--- src/rtl/problema_5_if.sv ---
// Operand/result bundle for the registered ripple-carry adder.
// The master drives operands; the slave (adder) returns registered results.
interface problema_5_if #(
    parameter int unsigned WIDTH = 2
) ();
    logic [WIDTH-1:0] A;
    logic [WIDTH-1:0] B;
    logic             cin;
    logic             in_valid;
    logic [WIDTH-1:0] sum;
    logic             cout;
    logic             out_valid;

    modport master (
        output A, B, cin, in_valid,
        input  sum, cout, out_valid
    );

    modport slave (
        input  A, B, cin, in_valid,
        output sum, cout, out_valid
    );
endinterface

--- src/rtl/problema_5.sv ---
// Registered WIDTH-bit ripple-carry adder with carry-in/out, one-cycle latency.
// Results hold while no valid operands arrive; out_valid pulses per accepted input.
module problema_5 #(
    parameter int unsigned WIDTH = 2
) (
    input logic        clk,
    input logic        rst_n,
    problema_5_if.slave bus
);
    logic [WIDTH:0]   carry;
    logic [WIDTH-1:0] add_sum;

    logic [WIDTH-1:0] sum_q, sum_d;
    logic             cout_q, cout_d;
    logic             out_valid_q, out_valid_d;

    // Chain of full-adder cells, c_0 taken from cin
    always_comb begin
        carry    = '0;
        add_sum  = '0;
        carry[0] = bus.cin;
        for (int i = 0; i < int'(WIDTH); i++) begin
            add_sum[i]   = bus.A[i] ^ bus.B[i] ^ carry[i];
            carry[i + 1] = (bus.A[i] & bus.B[i]) | (carry[i] & (bus.A[i] ^ bus.B[i]));
        end
    end

    always_comb begin
        sum_d       = sum_q;
        cout_d      = cout_q;
        out_valid_d = bus.in_valid;
        if (bus.in_valid) begin
            sum_d  = add_sum;
            cout_d = carry[WIDTH];
        end
    end

    always_ff @(posedge clk) begin
        if (!rst_n) begin
            sum_q       <= '0;
            cout_q      <= 1'b0;
            out_valid_q <= 1'b0;
        end else begin
            sum_q       <= sum_d;
            cout_q      <= cout_d;
            out_valid_q <= out_valid_d;
        end
    end

    assign bus.sum       = sum_q;
    assign bus.cout      = cout_q;
    assign bus.out_valid = out_valid_q;
endmodule

--- src/flat_wrapper.sv ---
// flat-port wrapper written by rule: the top's interface ports become plain ports
module problema_5_flat 
#(
    parameter int unsigned WIDTH = 2
)
  (clk, rst_n, bus_A, bus_B, bus_cin, bus_in_valid, bus_sum, bus_cout, bus_out_valid);
  problema_5_if #(.WIDTH(WIDTH)) bus_i ();
  input logic clk;
  input logic rst_n;
  input wire logic [$bits(bus_i.A)-1:0] bus_A;
  input wire logic [$bits(bus_i.B)-1:0] bus_B;
  input wire logic [$bits(bus_i.cin)-1:0] bus_cin;
  input wire logic [$bits(bus_i.in_valid)-1:0] bus_in_valid;
  output wire logic [$bits(bus_i.sum)-1:0] bus_sum;
  output wire logic [$bits(bus_i.cout)-1:0] bus_cout;
  output wire logic [$bits(bus_i.out_valid)-1:0] bus_out_valid;
  assign bus_i.A = bus_A;
  assign bus_i.B = bus_B;
  assign bus_i.cin = bus_cin;
  assign bus_i.in_valid = bus_in_valid;
  assign bus_sum = bus_i.sum;
  assign bus_cout = bus_i.cout;
  assign bus_out_valid = bus_i.out_valid;
  problema_5 #(.WIDTH(WIDTH)) u_core (.clk(clk), .rst_n(rst_n), .bus(bus_i));
endmodule
--- config.mk ---
export PLATFORM = sky130hd
export DESIGN_NAME = problema_5_flat
export DESIGN_NICKNAME = d
export VERILOG_FILES = /design/src/rtl/problema_5_if.sv /design/src/rtl/problema_5.sv /design/src/flat_wrapper.sv
export SDC_FILE = /design/constraint.sdc
export NUM_CORES = 1
export LEC_CHECK = 0
export CAP_MARGIN = 20
export CORE_AREA = 2 2 39 41
export DETAILED_ROUTE_END_ITERATION = 12
export DIE_AREA = 0 0 41 43
export MAX_ROUTING_LAYER = met4
export PLACE_DENSITY_LB_ADDON = 0.12
export SLEW_MARGIN = 5
export SYNTH_ARGS = -nofsm -noshare
export SYNTH_HDL_FRONTEND = slang
export SYNTH_SLANG_ARGS = --single-unit
--- constraint.sdc ---
create_clock -name clk -period 1.9 [get_ports clk]
set_input_delay 0.38 -clock clk [delete_from_list [all_inputs] [get_ports clk]]
set_output_delay 0.38 -clock clk [all_outputs]
set_load 0.005 [all_outputs]
==> results.sh, run 1 <==
export IMPL_setup_viol=0
export IMPL_finalSetupTns_ps=0
export IMPL_yosysSeqAreaShare=0.427
export IMPL_area_delta_synth_final_pct=81.3
export IMPL_first_pass_iters=1
export IMPL_grt_pass1_vias=166
export IMPL_clockBufferDepth=2
export IMPL_outcome="finished clean"
export IMPL_fill_cells=154
export IMPL_path_class="in2reg"
export IMPL_grt_usage=0.0628
export IMPL_cts_tree="built"
export IMPL_hold_ws_ps=480
export IMPL_fin_crit_ps=1850
export IMPL_first_iter_violations=0
export IMPL_crit_arrival_ps=1960
export IMPL_h_tree_depth=1
export IMPL_post_cts_resize_count=0
export IMPL_drv_cap=0
export IMPL_hold_path_startpoint="u_core.bus.sum[1]"
export IMPL_ant_nets=0
export IMPL_vdd_ir_drop_max_uv=400
export IMPL_ctsHoldBuffers=0
export IMPL_power_uw=242
export IMPL_vias_per_cell=3.48
export IMPL_wire_per_inst_um=7.08
export IMPL_period_share=0.972
export IMPL_wirelength_um=340
export IMPL_grt_max_degree=8
export IMPL_ios=12
export IMPL_ys_warn_count=0
export IMPL_core_mm2=0.00138
export IMPL_end_kind="flop"
export IMPL_hold_violations=0
export IMPL_final_common_cell="clkdlybuf4s50_1"
export IMPL_leakagePower_nw=0.170
export IMPL_cp_data_required_time_ps=2020
export IMPL_fmaxAchievable_mhz=541
export IMPL_clock_skew_ps=0
export IMPL_netlist_instances=18
export IMPL_startpoint="bus_cin"
export IMPL_fp_dieW_um=41
export IMPL_powerDensity_mw_per_mm2=711
export IMPL_final_cell_mix="clkdlybuf4s50_1 (11), inv_1 (5), dfxtp_1 (4)"
export IMPL_dieArea_mm2=0.00176
export IMPL_synth_seq_cells=4
export IMPL_gp_congestion=0.599
export IMPL_layout_area_seq_um2=80.1
export IMPL_drive_gt1_frac=0.125
export IMPL_io_buffers=11
export IMPL_rsz0062_at_grt="false"
export IMPL_fin_nets=44
export IMPL_antenna_cells=0
export IMPL_cts_made_buffers=3
export IMPL_synth_top_area_cell="dfxtp_1"
export IMPL_die_h_um=43
export IMPL_root_buffer="clkbuf_4"
export IMPL_synth_area_leaders="dfxtp_1 (43%), fa_1 (21%), o211a_1 (16%)"
export IMPL_hp_class="reg2reg"
export IMPL_cts_sinks=4
export IMPL_synth_cell_types=6
export IMPL_startpoint_type="primary input"
export IMPL_grt_pass1_wl_um=593
export IMPL_drc_errors=0
export IMPL_maxSlewViolCount=0
export IMPL_yosysTopAreaCellShare=0.427
export IMPL_synth_area_per_cell_um2=10.4
export IMPL_grt_overflow=0
export IMPL_worstMarginPinSlew_ps=206
export IMPL_clk_latency_ps=230
export IMPL_multi_input_area_um2=88.8
export IMPL_cp_max_fo=1
export IMPL_slew_headroom=0.862
export IMPL_initial_core_util=0.136
export IMPL_place_ws_ps=-201
export IMPL_timing_final_ws_setup_ps=52.3
export IMPL_postCtsSetupBuffers=0
export IMPL_num_rows=14
export IMPL_antenna_found_initial=0
export IMPL_vias=167
export IMPL_syn_cell_area_um2=188
export IMPL_synth_nets=28
export IMPL_reg2reg_from="u_core.bus.sum[0]"
export IMPL_path_clk_slew_ps=30
-- stage by stage --
step | cells | instance area [µm²] | util
floorplan | 18 | 188 | -
global route | 48 | 340 | 0.246
detailed placement | 45 | 318 | 0.230
global placement | 45 | 318 | 0.230
CTS | 48 | 340 | 0.246
finish | 48 | 340 | 0.246
-- cell usage after synthesis --
master   count
and2_2       1
dfxtp_1      4
fa_1         2
inv_1        5
nand2_1      3
o211a_1      3
-- path summary, 6_finish.rpt --
path	to	cells after the start	slack, ps
max reg2reg	u_core.bus.sum[0]	1	1280
max	u_core.bus.sum[1]	6	50
min	u_core.bus.sum[1]	1	480
min reg2reg	u_core.bus.sum[1]	1	480
-- where the power goes --
| group | internal, mW | total [mW] | switching, mW |
|---|---|---|---|
| combinational | 0.0327 | 0.0477 | 0.0150 |
| sequential | 0.0913 | 0.0943 | 0.00300 |
| clock | 0.0703 | 0.0999 | 0.0297 |
-- area by class of cell --
cell class                 count  area share
timing repair buffer          11       0.324
inverter                       5      0.0551
tap                           16      0.0588
clock buffer                   3      0.0662
sequential                     4       0.235
multi-input combinational      9       0.261
-- flip-flops by register name, summed over array words and instances, names as in the netlist --
register / count
u_core.bus.cout: 1
u_core.bus.sum: 2
u_core.bus.out_valid: 1
-- cells by family after synthesis --
group,Yosys count,share of synthesized area
AOI/OAI and AO/OA,3,0.160
adders and majority gates,2,0.213
buffers and inverters,5,0.100
DFF,4,0.427
and+or+nand+nor,4,0.100
-- worst max-delay path: stages --
cell and delay, ps:
clkdlybuf4s50_1 460, inv_1 50, fa_1 420, fa_1 490, nand2_1 50, o211a_1 110
-- metal layers --
metal	up-vias	wire, µm	part of all wire	global-route usage
met1	74	135	0.40	0.0452
li1	85	-	-	-
met2	8	149	0.44	0.0719
met4	0	0	0	0.0400
met3	0	55	0.16	0.0942
met5	-	0	0	-
(Power assumes the default switching activity.)
==> inputs of run 2 (changes only) <==
ABC_AREA = 1   (was default)
==> run 2 against run 1 <==
Effect of this change: sequential power about the same; wire length increased by 11%; first-iteration DRC count stayed put; register-to-register slack better by 30 ps; worst hold slack got worse by 11 ps; combinational power rose by 6.5%; highest routed layer unchanged.
==> results.sh, run 2 <==
export IMPL_cts_made_buffers=3
export IMPL_setup_viol=0
export IMPL_vias_per_cell=3.35
export IMPL_hp_class="reg2reg"
export IMPL_cts_sinks=4
export IMPL_startpoint="bus_cin"
export IMPL_synthTopCellsByCount="inv_1 (6), nand2_1 (6), dfxtp_1 (4), nor2_1 (4), fa_1 (2)"
export IMPL_slowest_delay_ps=480
export IMPL_vdd_ir_drop_max_uv=141
export IMPL_grt_overflow=0
export IMPL_synth_seq_cells=4
export IMPL_synth_edff_count=0
export IMPL_place_ws_ps=-171
export IMPL_die_h_um=43
export IMPL_area_delta_synth_final_pct=79.5
export IMPL_cp_max_fo=1
export IMPL_synth_top_flop_cell="dfxtp_1"
export IMPL_ys_warn_count=0
export IMPL_clock_skew_ps=0
export IMPL_end_kind="flop"
export IMPL_dpl_hpwl_um=308
export IMPL_critPathMostFrequentCell="nand2_1"
export IMPL_final_cell_mix="clkdlybuf4s50_1 (11), inv_1 (6), nand2_1 (6)"
export IMPL_hold_path_startpoint="u_core.bus.sum[1]"
export IMPL_path_clk_slew_ps=40
export IMPL_netlist_instances=25
export IMPL_hold_violations=0
export IMPL_fin_nets=51
export IMPL_maxSlewViolCount=0
export IMPL_synth_top_area_cell="dfxtp_1"
export IMPL_wirelength_um=376
export IMPL_timing_final_ws_setup_ps=125
export IMPL_yosysTopAreaCellShare=0.410
export IMPL_grt_pass1_vias=174
export IMPL_powerDensity_mw_per_mm2=712
export IMPL_synth_area_leaders="dfxtp_1 (41%), fa_1 (21%), inv_1 (12%)"
export IMPL_drc_errors=0
export IMPL_largest_register_ffs=2
export IMPL_core_mm2=0.00138
export IMPL_crit_arrival_ps=1900
export IMPL_grt_max_degree=8
export IMPL_antenna_cells=0
export IMPL_synth_cell_types=8
export IMPL_clockBufferDepth=2
export IMPL_rsz0062_at_grt="false"
export IMPL_fmaxAchievable_mhz=563
export IMPL_gp_congestion=0.602
export IMPL_startpoint_type="primary input"
export IMPL_yosysSeqAreaShare=0.410
export IMPL_crit_buf_inv=2
export IMPL_synth_area_per_cell_um2=7.81
export IMPL_outcome="finished clean"
export IMPL_first_pass_iters=1
export IMPL_fin_crit_ps=1780
export IMPL_synth_nets=35
export IMPL_wire_per_inst_um=6.84
export IMPL_hold_ws_ps=469
export IMPL_final_common_cell="clkdlybuf4s50_1"
export IMPL_drive_gt1_frac=0.128
export IMPL_clk_latency_ps=230
export IMPL_worstMarginPinSlew_ps=230
export IMPL_root_buffer="clkbuf_4"
export IMPL_grt_usage=0.0546
export IMPL_period_share=0.934
export IMPL_leakagePower_nw=0.166
export IMPL_initial_core_util=0.141
export IMPL_reg2reg_from="u_core.bus.cout"
export IMPL_cp_slowest_cell="fa_1"
export IMPL_first_iter_violations=0
export IMPL_cp_data_required_time_ps=2020
export IMPL_postCtsSetupBuffers=0
export IMPL_dieArea_mm2=0.00176
export IMPL_num_rows=14
export IMPL_drv_cap=0
export IMPL_grt_pass1_wl_um=593
export IMPL_h_tree_depth=1
export IMPL_antenna_found_initial=0
export IMPL_cts_tree="built"
export IMPL_fp_dieW_um=41
export IMPL_vias=184
export IMPL_ant_nets=0
export IMPL_async_flop_share=0
export IMPL_path_class="in2reg"
export IMPL_ios=12
export IMPL_power_uw=249
export IMPL_io_buffers=11
export IMPL_crit_family="adder cells"
export IMPL_cp_cell_sequence="clkdlybuf4s50_1, inv_1, fa_2, fa_1, nand2_1, nand2_1, nor2_1"
export IMPL_syn_cell_area_um2=195
export IMPL_ctsHoldBuffers=0
export IMPL_slew_headroom=0.846
==> run 2: path summary, 6_finish.rpt <==
kind	to	slack [ps]	depth (start not counted)
worst min register to register	u_core.bus.sum[1]	470	2
worst max register to register	u_core.bus.cout	1310	2
worst min-delay path	u_core.bus.sum[1]	470	2
worst max-delay path	u_core.bus.sum[1]	120	7
==> run 2: area by class of cell <==
| cell class | count | area (µm²) |
|---|---|---|
| clock buffer | 3 | 22.5 |
| timing repair buffer | 11 | 110 |
| sequential | 4 | 80.1 |
| fill | 154 | 1030 |
| inverter | 7 | 26.3 |
| multi-input combinational | 14 | 91.3 |
| tap | 16 | 20.0 |
==> run 2: worst reg2reg max path: cells and delay by family, from the launching register on <==
family | cells | cell delay [ps]
DFF | 1 | 300
AOI/OAI and AO/OA | 1 | 140
and+or+nand+nor | 1 | 40
==> run 2: cell families after synthesis <==
group / synth area share
DFF: 0.410
buffers and inverters: 0.135
AOI/OAI and AO/OA: 0.0256
adders and majority gates: 0.205
and+or+nand+nor: 0.224
==> run 2: metal layers <==
layer / track usage / vias to the layer above / wire length (µm)
met5: - / - / 0
met4: 0.0800 / 0 / 0
met3: 0 / 0 / 29
met2: 0.0781 / 6 / 204
met1: 0.0518 / 80 / 142
li1: - / 98 / -
==> run 2: power breakdown <==
part	switching, mW	internal, mW	total (mW)	leakage [nW]
registers	0.00297	0.0912	0.0942	0.0333
logic	0.0186	0.0323	0.0508	0.119
clock network	0.0337	0.0706	0.104	0.0138
total	0.0552	0.194	0.249	0.166
==> run 2: metrics by stage <==
step | util | area [µm²] | setup TNS [ps] | instances
2_1_floorplan | - | 195 | 0 | 25
3_3_place_gp | 0.235 | 325 | -258 | 52
6_report | 0.253 | 350 | 0 | 55
4_1_cts | 0.251 | 348 | 0 | 55
5_1_grt | 0.253 | 350 | 0 | 55
3_5_place_dp | 0.235 | 325 | -268 | 52
==> run 2: repair_timing <==
item                                    4_1_cts  5_1_grt
endpoints found under the setup margin        0        1
gates resized for setup                       0        1
endpoints found under the hold margin         0        0
==> inputs of run 3 (changes only) <==
TNS_END_PERCENT = 20   (was default)
==> results of run 3 <==
Same layout as run 2: the final DEF is identical, and so are final timing and power.
